===== src/rtl/cfg_arb_pkg.sv =====
// Shared definitions for the configuration source arbiter.
package cfg_arb_pkg;

  typedef enum logic [2:0] {
    ST_IDLE       = 3'd0,
    ST_GRANT_JTAG = 3'd1,
    ST_GRANT_USB  = 3'd2,
    ST_DONE       = 3'd3,
    ST_ERR        = 3'd4
  } state_t;

  localparam int GRANT_JTAG_BIT = 0;
  localparam int GRANT_USB_BIT  = 1;

  // True while a source owns the config port.
  function automatic logic is_grant(input state_t s);
    return (s == ST_GRANT_JTAG) || (s == ST_GRANT_USB);
  endfunction

endpackage


===== src/rtl/cfg_arb_watchdog.sv =====
// Stall watchdog: counts enabled cycles since the last clear, saturating.
// expire fires in the cycle whose count update would reach the limit, so
// the owner can change state on that same edge. A limit of 0 never expires.
module cfg_arb_watchdog #(
  parameter int CNT_W = 20
) (
  input  logic             clk,
  input  logic             reset,
  input  logic             clr,
  input  logic             en,
  input  logic [CNT_W-1:0] limit,
  output logic             expire
);

  logic [CNT_W-1:0] cnt_q, cnt_d;
  logic [CNT_W:0]   cnt_inc;

  assign cnt_inc = {1'b0, cnt_q} + {{CNT_W{1'b0}}, 1'b1};
  assign expire  = en && !clr && (limit != '0) && (cnt_inc >= {1'b0, limit});

  // Next count: clear wins over increment; hold at all-ones.
  always_comb begin
    cnt_d = cnt_q;
    if (clr)
      cnt_d = '0;
    else if (en && (cnt_q != '1))
      cnt_d = cnt_inc[CNT_W-1:0];
  end

  // Counter register.
  always_ff @(posedge clk or negedge reset) begin
    if (!reset) cnt_q <= '0;
    else        cnt_q <= cnt_d;
  end

endmodule


===== src/rtl/config_source_arbiter.sv =====
// Locks the fabric config word port onto one of two word sources (JTAG or
// USB) per session, forwards its words with one cycle of latency, and ends
// the session on the source's finished flag or on a stall timeout.
module config_source_arbiter
  import cfg_arb_pkg::*;
#(
  parameter int WORD_W         = 32,
  parameter int TIMEOUT_CYCLES = 100000,
  parameter int CNT_W          = 20
) (
  input  logic              clk,
  input  logic              reset,
  input  logic              jtag_strobe,
  input  logic [WORD_W-1:0] jtag_data,
  input  logic              jtag_finished,
  input  logic              usb_strobe,
  input  logic [WORD_W-1:0] usb_data,
  input  logic              usb_finished,
  input  logic              rearm,
  output logic              cfg_strobe,
  output logic [WORD_W-1:0] cfg_data,
  output logic [1:0]        grant,
  output logic              busy,
  output logic              cfg_done,
  output logic              timeout_err,
  output logic              conflict,
  output logic [CNT_W-1:0]  word_count
);

  state_t              state_q, state_d;
  logic                cfg_strobe_q, cfg_strobe_d;
  logic [WORD_W-1:0]   cfg_data_q, cfg_data_d;
  logic                conflict_q, conflict_d;
  logic [CNT_W-1:0]    word_count_q, word_count_d, word_count_inc;
  logic                wd_clr, wd_en, wd_expire;
  logic                jtag_elig, usb_elig;

  // A source that has already declared itself finished cannot open a session.
  assign jtag_elig      = jtag_strobe && !jtag_finished;
  assign usb_elig       = usb_strobe  && !usb_finished;
  assign word_count_inc = (word_count_q == '1) ? word_count_q : word_count_q + CNT_W'(1);

  cfg_arb_watchdog #(.CNT_W(CNT_W)) u_watchdog (
    .clk    (clk),
    .reset  (reset),
    .clr    (wd_clr),
    .en     (wd_en),
    .limit  (CNT_W'(TIMEOUT_CYCLES)),
    .expire (wd_expire)
  );

  // Session FSM: grant selection, word forwarding, conflict and end detection.
  always_comb begin
    state_d      = state_q;
    cfg_strobe_d = 1'b0;
    cfg_data_d   = cfg_data_q;
    conflict_d   = conflict_q;
    word_count_d = word_count_q;
    wd_clr       = 1'b0;
    wd_en        = 1'b0;
    case (state_q)
      ST_IDLE: begin
        if (jtag_elig) begin
          state_d      = ST_GRANT_JTAG;
          cfg_strobe_d = 1'b1;
          cfg_data_d   = jtag_data;
          word_count_d = CNT_W'(1);
          wd_clr       = 1'b1;
          // Simultaneous USB word is lost; flag it.
          if (usb_elig) conflict_d = 1'b1;
        end else if (usb_elig) begin
          state_d      = ST_GRANT_USB;
          cfg_strobe_d = 1'b1;
          cfg_data_d   = usb_data;
          word_count_d = CNT_W'(1);
          wd_clr       = 1'b1;
        end
      end
      ST_GRANT_JTAG: begin
        wd_en = 1'b1;
        if (jtag_strobe) begin
          cfg_strobe_d = 1'b1;
          cfg_data_d   = jtag_data;
          word_count_d = word_count_inc;
          wd_clr       = 1'b1;
        end
        if (usb_strobe) conflict_d = 1'b1;
        // finished outranks a same-cycle timeout.
        if (jtag_finished)  state_d = ST_DONE;
        else if (wd_expire) state_d = ST_ERR;
      end
      ST_GRANT_USB: begin
        wd_en = 1'b1;
        if (usb_strobe) begin
          cfg_strobe_d = 1'b1;
          cfg_data_d   = usb_data;
          word_count_d = word_count_inc;
          wd_clr       = 1'b1;
        end
        if (jtag_strobe) conflict_d = 1'b1;
        if (usb_finished)   state_d = ST_DONE;
        else if (wd_expire) state_d = ST_ERR;
      end
      ST_DONE, ST_ERR: begin
        if (rearm) begin
          state_d    = ST_IDLE;
          conflict_d = 1'b0;
        end
      end
      default: state_d = ST_IDLE;
    endcase
  end

  // State and output registers; reset also kills any in-flight strobe.
  always_ff @(posedge clk or negedge reset) begin
    if (!reset) begin
      state_q      <= ST_IDLE;
      cfg_strobe_q <= 1'b0;
      cfg_data_q   <= '0;
      conflict_q   <= 1'b0;
      word_count_q <= '0;
    end else begin
      state_q      <= state_d;
      cfg_strobe_q <= cfg_strobe_d;
      cfg_data_q   <= cfg_data_d;
      conflict_q   <= conflict_d;
      word_count_q <= word_count_d;
    end
  end

  // Status decode from the registered state.
  always_comb begin
    grant                 = '0;
    grant[GRANT_JTAG_BIT] = (state_q == ST_GRANT_JTAG);
    grant[GRANT_USB_BIT]  = (state_q == ST_GRANT_USB);
  end

  assign busy        = is_grant(state_q);
  assign cfg_done    = (state_q == ST_DONE);
  assign timeout_err = (state_q == ST_ERR);
  assign cfg_strobe  = cfg_strobe_q;
  assign cfg_data    = cfg_data_q;
  assign conflict    = conflict_q;
  assign word_count  = word_count_q;

endmodule


===== config.mk =====
export PLATFORM = sky130hd
export DESIGN_NAME = config_source_arbiter
export DESIGN_NICKNAME = d
export VERILOG_FILES = /design/src/rtl/cfg_arb_pkg.sv /design/src/rtl/cfg_arb_watchdog.sv /design/src/rtl/config_source_arbiter.sv
export SDC_FILE = /design/constraint.sdc
export NUM_CORES = 1
export LEC_CHECK = 0
export ABC_CLOCK_PERIOD_IN_PS = 3250
export BUFFER_PORTS_ARGS = -buffer_cell sky130_fd_sc_hd__buf_2
export CORE_MARGIN = 2
export CORE_UTILIZATION = 38
export DETAILED_ROUTE_END_ITERATION = 6
export HOLD_SLACK_MARGIN = 0.08
export PLACE_DENSITY = 0.59
export SKIP_CTS_REPAIR_TIMING = 1
export SYNTH_ARGS = -nofsm -noshare
export SYNTH_HDL_FRONTEND = slang
export SYNTH_HIERARCHICAL = 1
export SYNTH_SLANG_ARGS = --single-unit

===== constraint.sdc =====
create_clock -name clk -period 3.25 [get_ports clk]
set_input_delay 0.65 -clock clk [delete_from_list [all_inputs] [get_ports clk]]
set_output_delay 0.65 -clock clk [all_outputs]
set_load 0.005 [all_outputs]

==> summary.md <==
| Metric | Value |
|---|---|
| Crit Path Max Fanout | `5` |
| Root buf cell | `clkbuf_16` |
| Top cells by area, synth | `dfrtp_1 39%, mux2i_1 7.3%, ha_1 5.5%, o21ai_0 4.4%, nand2_1 4.1%` |
| H-tree level count | `3` |
| Final Max Slew Viols | `0` |
| Post-synthesis compound-gate area fraction | `19.2%` |
| Xor/xnor share of the synthesized area | `5.64%` |
| Gp weighted congestion | `0.858` |
| Initial core utilization | `39.2%` |
| Mean post-synth cell area | `9.15 µm²` |
| Maximum clock frequency | `0.324 GHz` |
| Synth top area share | `38.8%` |
| # DRC | `0` |
| HPWL after detailed placement | `8.93 mm` |
| Ys flop type | `dfrtp_1` |
| Hold Crit Class | `primary input to async pin` |
| Die Y-Extent | `118 µm` |
| TritonCTS clock tree | `built` |
| Worst EP arrival | `3.33 ns` |
| Cell Pwr Density | `713 nW/µm²` |
| Share of cells above drive strength 1 | `26.9%` |
| Startpoint Class | `flop` |
| Pre-CTS setup slack | `-0.160 ns` |
| Layout area overhead | `26.5%` |
| Worst-Skew Late Latency | `0.33 ns` |
| Multiplexer share of the synthesized area | `7.25%` |
| Yosys cell types | `57` |
| Num CTS Buffers | `9` |
| Largest family of logic cells by synthesized area | `compound AO/OA/AOI/OAI gates` |
| Rel. slew slack | `33.7%` |
| Vias per Instance | `5.08` |
| Maximum buffer depth of the clock tree | `2` |
| Yosys warns | `6` |
| Port bufs | `129` |
| Max cap viols | `0` |
| # diodes | `0` |
| Setup ws final | `0.163 ns` |
| Synth Area in Adders | `5.54%` |
| Post-synth EDFFs | `0` |
| Cells after synthesis | `543` |
| Vias | `4,489` |
| Post-route ant nets | `0` |
| Sequential element share of the synthesized area | `38.8%` |
| Final min period | `3.09 ns` |
| Synth Area in Simple Gates | `17.6%` |
| Iter 0 DRT Violations | `178` |
| Maximum vdd drop | `0.000396 V` |
| Worst-path clk slew | `0.06 ns` |
| Die area | `14,000 µm²` |
| Largest net degree at the start of global routing | `85` |
| FP Rows | `41` |
| Commonest cells in the netlist | `77 x dfrtp_1, 54 x nand2_1, 44 x o21ai_0, 36 x mux2i_1, 35 x nor2_1` |
| Asr flop ratio synth | `100%` |
| Final nets | `799` |
| Final Skew | `0.00440 ns` |
| Drt first pass iters | `4` |
| GRT Total Usage | `18.1%` |
| Final Setup Violations | `0` |
| Pleak | `3.17 nW` |
| R2R setup slack | `0.16 ns` |
| Number of global-route vias before repair | `4,358` |
| Antenna violations before repair | `0` |
| Total wire length | `12.6 mm` |
| Chip Width | `118 µm` |
| First-pass GRT wire length | `20.9 mm` |
| Clk sinks | `77` |
| CP Capture Type | `flop` |
| DR WL/cell | `14.3 µm` |
| GRT overflow | `0` |
| Total I/O pin count | `130` |
| Final hold vios | `0` |
| Post-synthesis register bit count | `77` |
| Status | `finished clean` |
| Worst Tran Pin Value | `0.994 ns` |
| Core area | `12,700 µm²` |
| Cell taking the most area after synthesis | `dfrtp_1` |
| Worst Setup Path Type | `flop to flop` |
| Hold slack | `0.454 ns` |
| Post-Synthesis Cell Area | `4970 µm²` |
| Period utilisation layout | `95.0%` |
| Worst EP required | `3.49 ns` |
| Count leader, synth | `dfrtp_1` |
layout by cell type (no fill, tap or decap), types with 3 or more instances in the layout:
cell type,netlist,layout
nand2b_1,8,8
dfrtp_1,77,74
or4_1,5,4
ha_1,22,21
xor2_1,23,23
a21o_1,4,3
o31ai_1,21,21
nor4_1,8,8
xnor2_1,9,9
mux2i_1,36,36
o21ai_0,44,44
a22o_1,3,3
dfrtp_2,0,3
a31oi_1,5,5
buf_4,2,17
buf_2,4,128
nor2b_1,4,4
nor3_2,2,4
nor3_1,9,7
conb_1,2,40
nor2_1,35,34
a21oi_1,17,17
o21ai_1,7,7
o211ai_1,12,12
nand2_1,54,54
or3_1,4,4
nand4_1,14,14
clkbuf_16,0,9
and3_1,7,7
o31ai_2,7,7
inv_1,26,26
nand3_1,16,16
logic make-up after synthesis:
group	count (synthesis)
and+or+nand+nor	175
AOI/OAI and AO/OA	141
DFF	77
buffers and inverters	58
muxes	36
xor gates and xnor gates	32
adders and majority gates	22
other	2
sequential cells by signal, indices dropped and copies added (netlist names):
name              cells
state_q               3
u_watchdog/cnt_q     20
cfg_strobe            1
conflict              1
cfg_data             32
word_count           20
critical path: stages (launching register included):
cell and delay (ns):
dfrtp_1 0.43, ha_4 0.17, nand4_1 0.11, buf_4 0.19
nor3_2 0.24, xor2_1 0.22, ha_1 0.29, a21oi_1 0.14
o21ai_0 0.11, a211oi_1 0.47, o41ai_4 0.14, a22o_1 0.22
a221oi_2 0.26
per-layer routing:
metal	part of all wire (%)	vias up	track usage, %	wire length [µm]
met2	52	71	31.7	6590
li1	-	2262	-	-
met5	0	-	0	0
met4	1.2	0	5.27	146
met1	44	2143	22.3	5510
met3	2.8	13	3.76	359
final timing paths:
path                                                 start                         endpoint  cells after the start
setup / recovery           u_watchdog/cnt_q[1]$_DFFE_PN0P_           state_q[0]$_DFFE_PN0P_                     12
hold / removal                                       reset         cfg_data[10]$_DFFE_PN0P_                      1
setup reg to reg           u_watchdog/cnt_q[1]$_DFFE_PN0P_           state_q[0]$_DFFE_PN0P_                     12
hold reg to reg                   cfg_data[19]$_DFFE_PN0P_         cfg_data[19]$_DFFE_PN0P_                      2
max in group asynchronous                            reset  u_watchdog/cnt_q[6]$_DFFE_PN0P_                      1
min in group clk                  cfg_data[19]$_DFFE_PN0P_         cfg_data[19]$_DFFE_PN0P_                      2
where the power goes:
part / switching [mW] / internal (mW) / leakage, nW
Clock: 0.411 / 0.599 / 0.146
Combinational: 1.18 / 0.862 / 2.03
Sequential: 0.210 / 1.22 / 1.00
Total: 1.80 / 2.68 / 3.17
through the flow:
step	utilization, %	instances	area [µm²]	TNS [ns]	total power, mW
after global routing	49.6	883	6280	-0.0383	4.85
after CTS	49.0	882	6210	-0.171	4.53
after global placement	46.7	866	5910	0	3.43
after detailed placement	46.7	866	5910	-0.160	3.49
final	49.6	883	6280	0	4.48
after floorplan	-	581	5110	0	2.87
area by class of cell:
type,instances,area [µm²]
Clock buffer,9,225
Clock inverter,7,73.8
Fill cell,1236,6390
Inverter,27,101
Multi-Input combinational cell,446,2970
Sequential cell,77,1930
Tap cell,172,215
Timing Repair Buffer,145,768
Note: power is estimated with default switching activity, not from simulation.
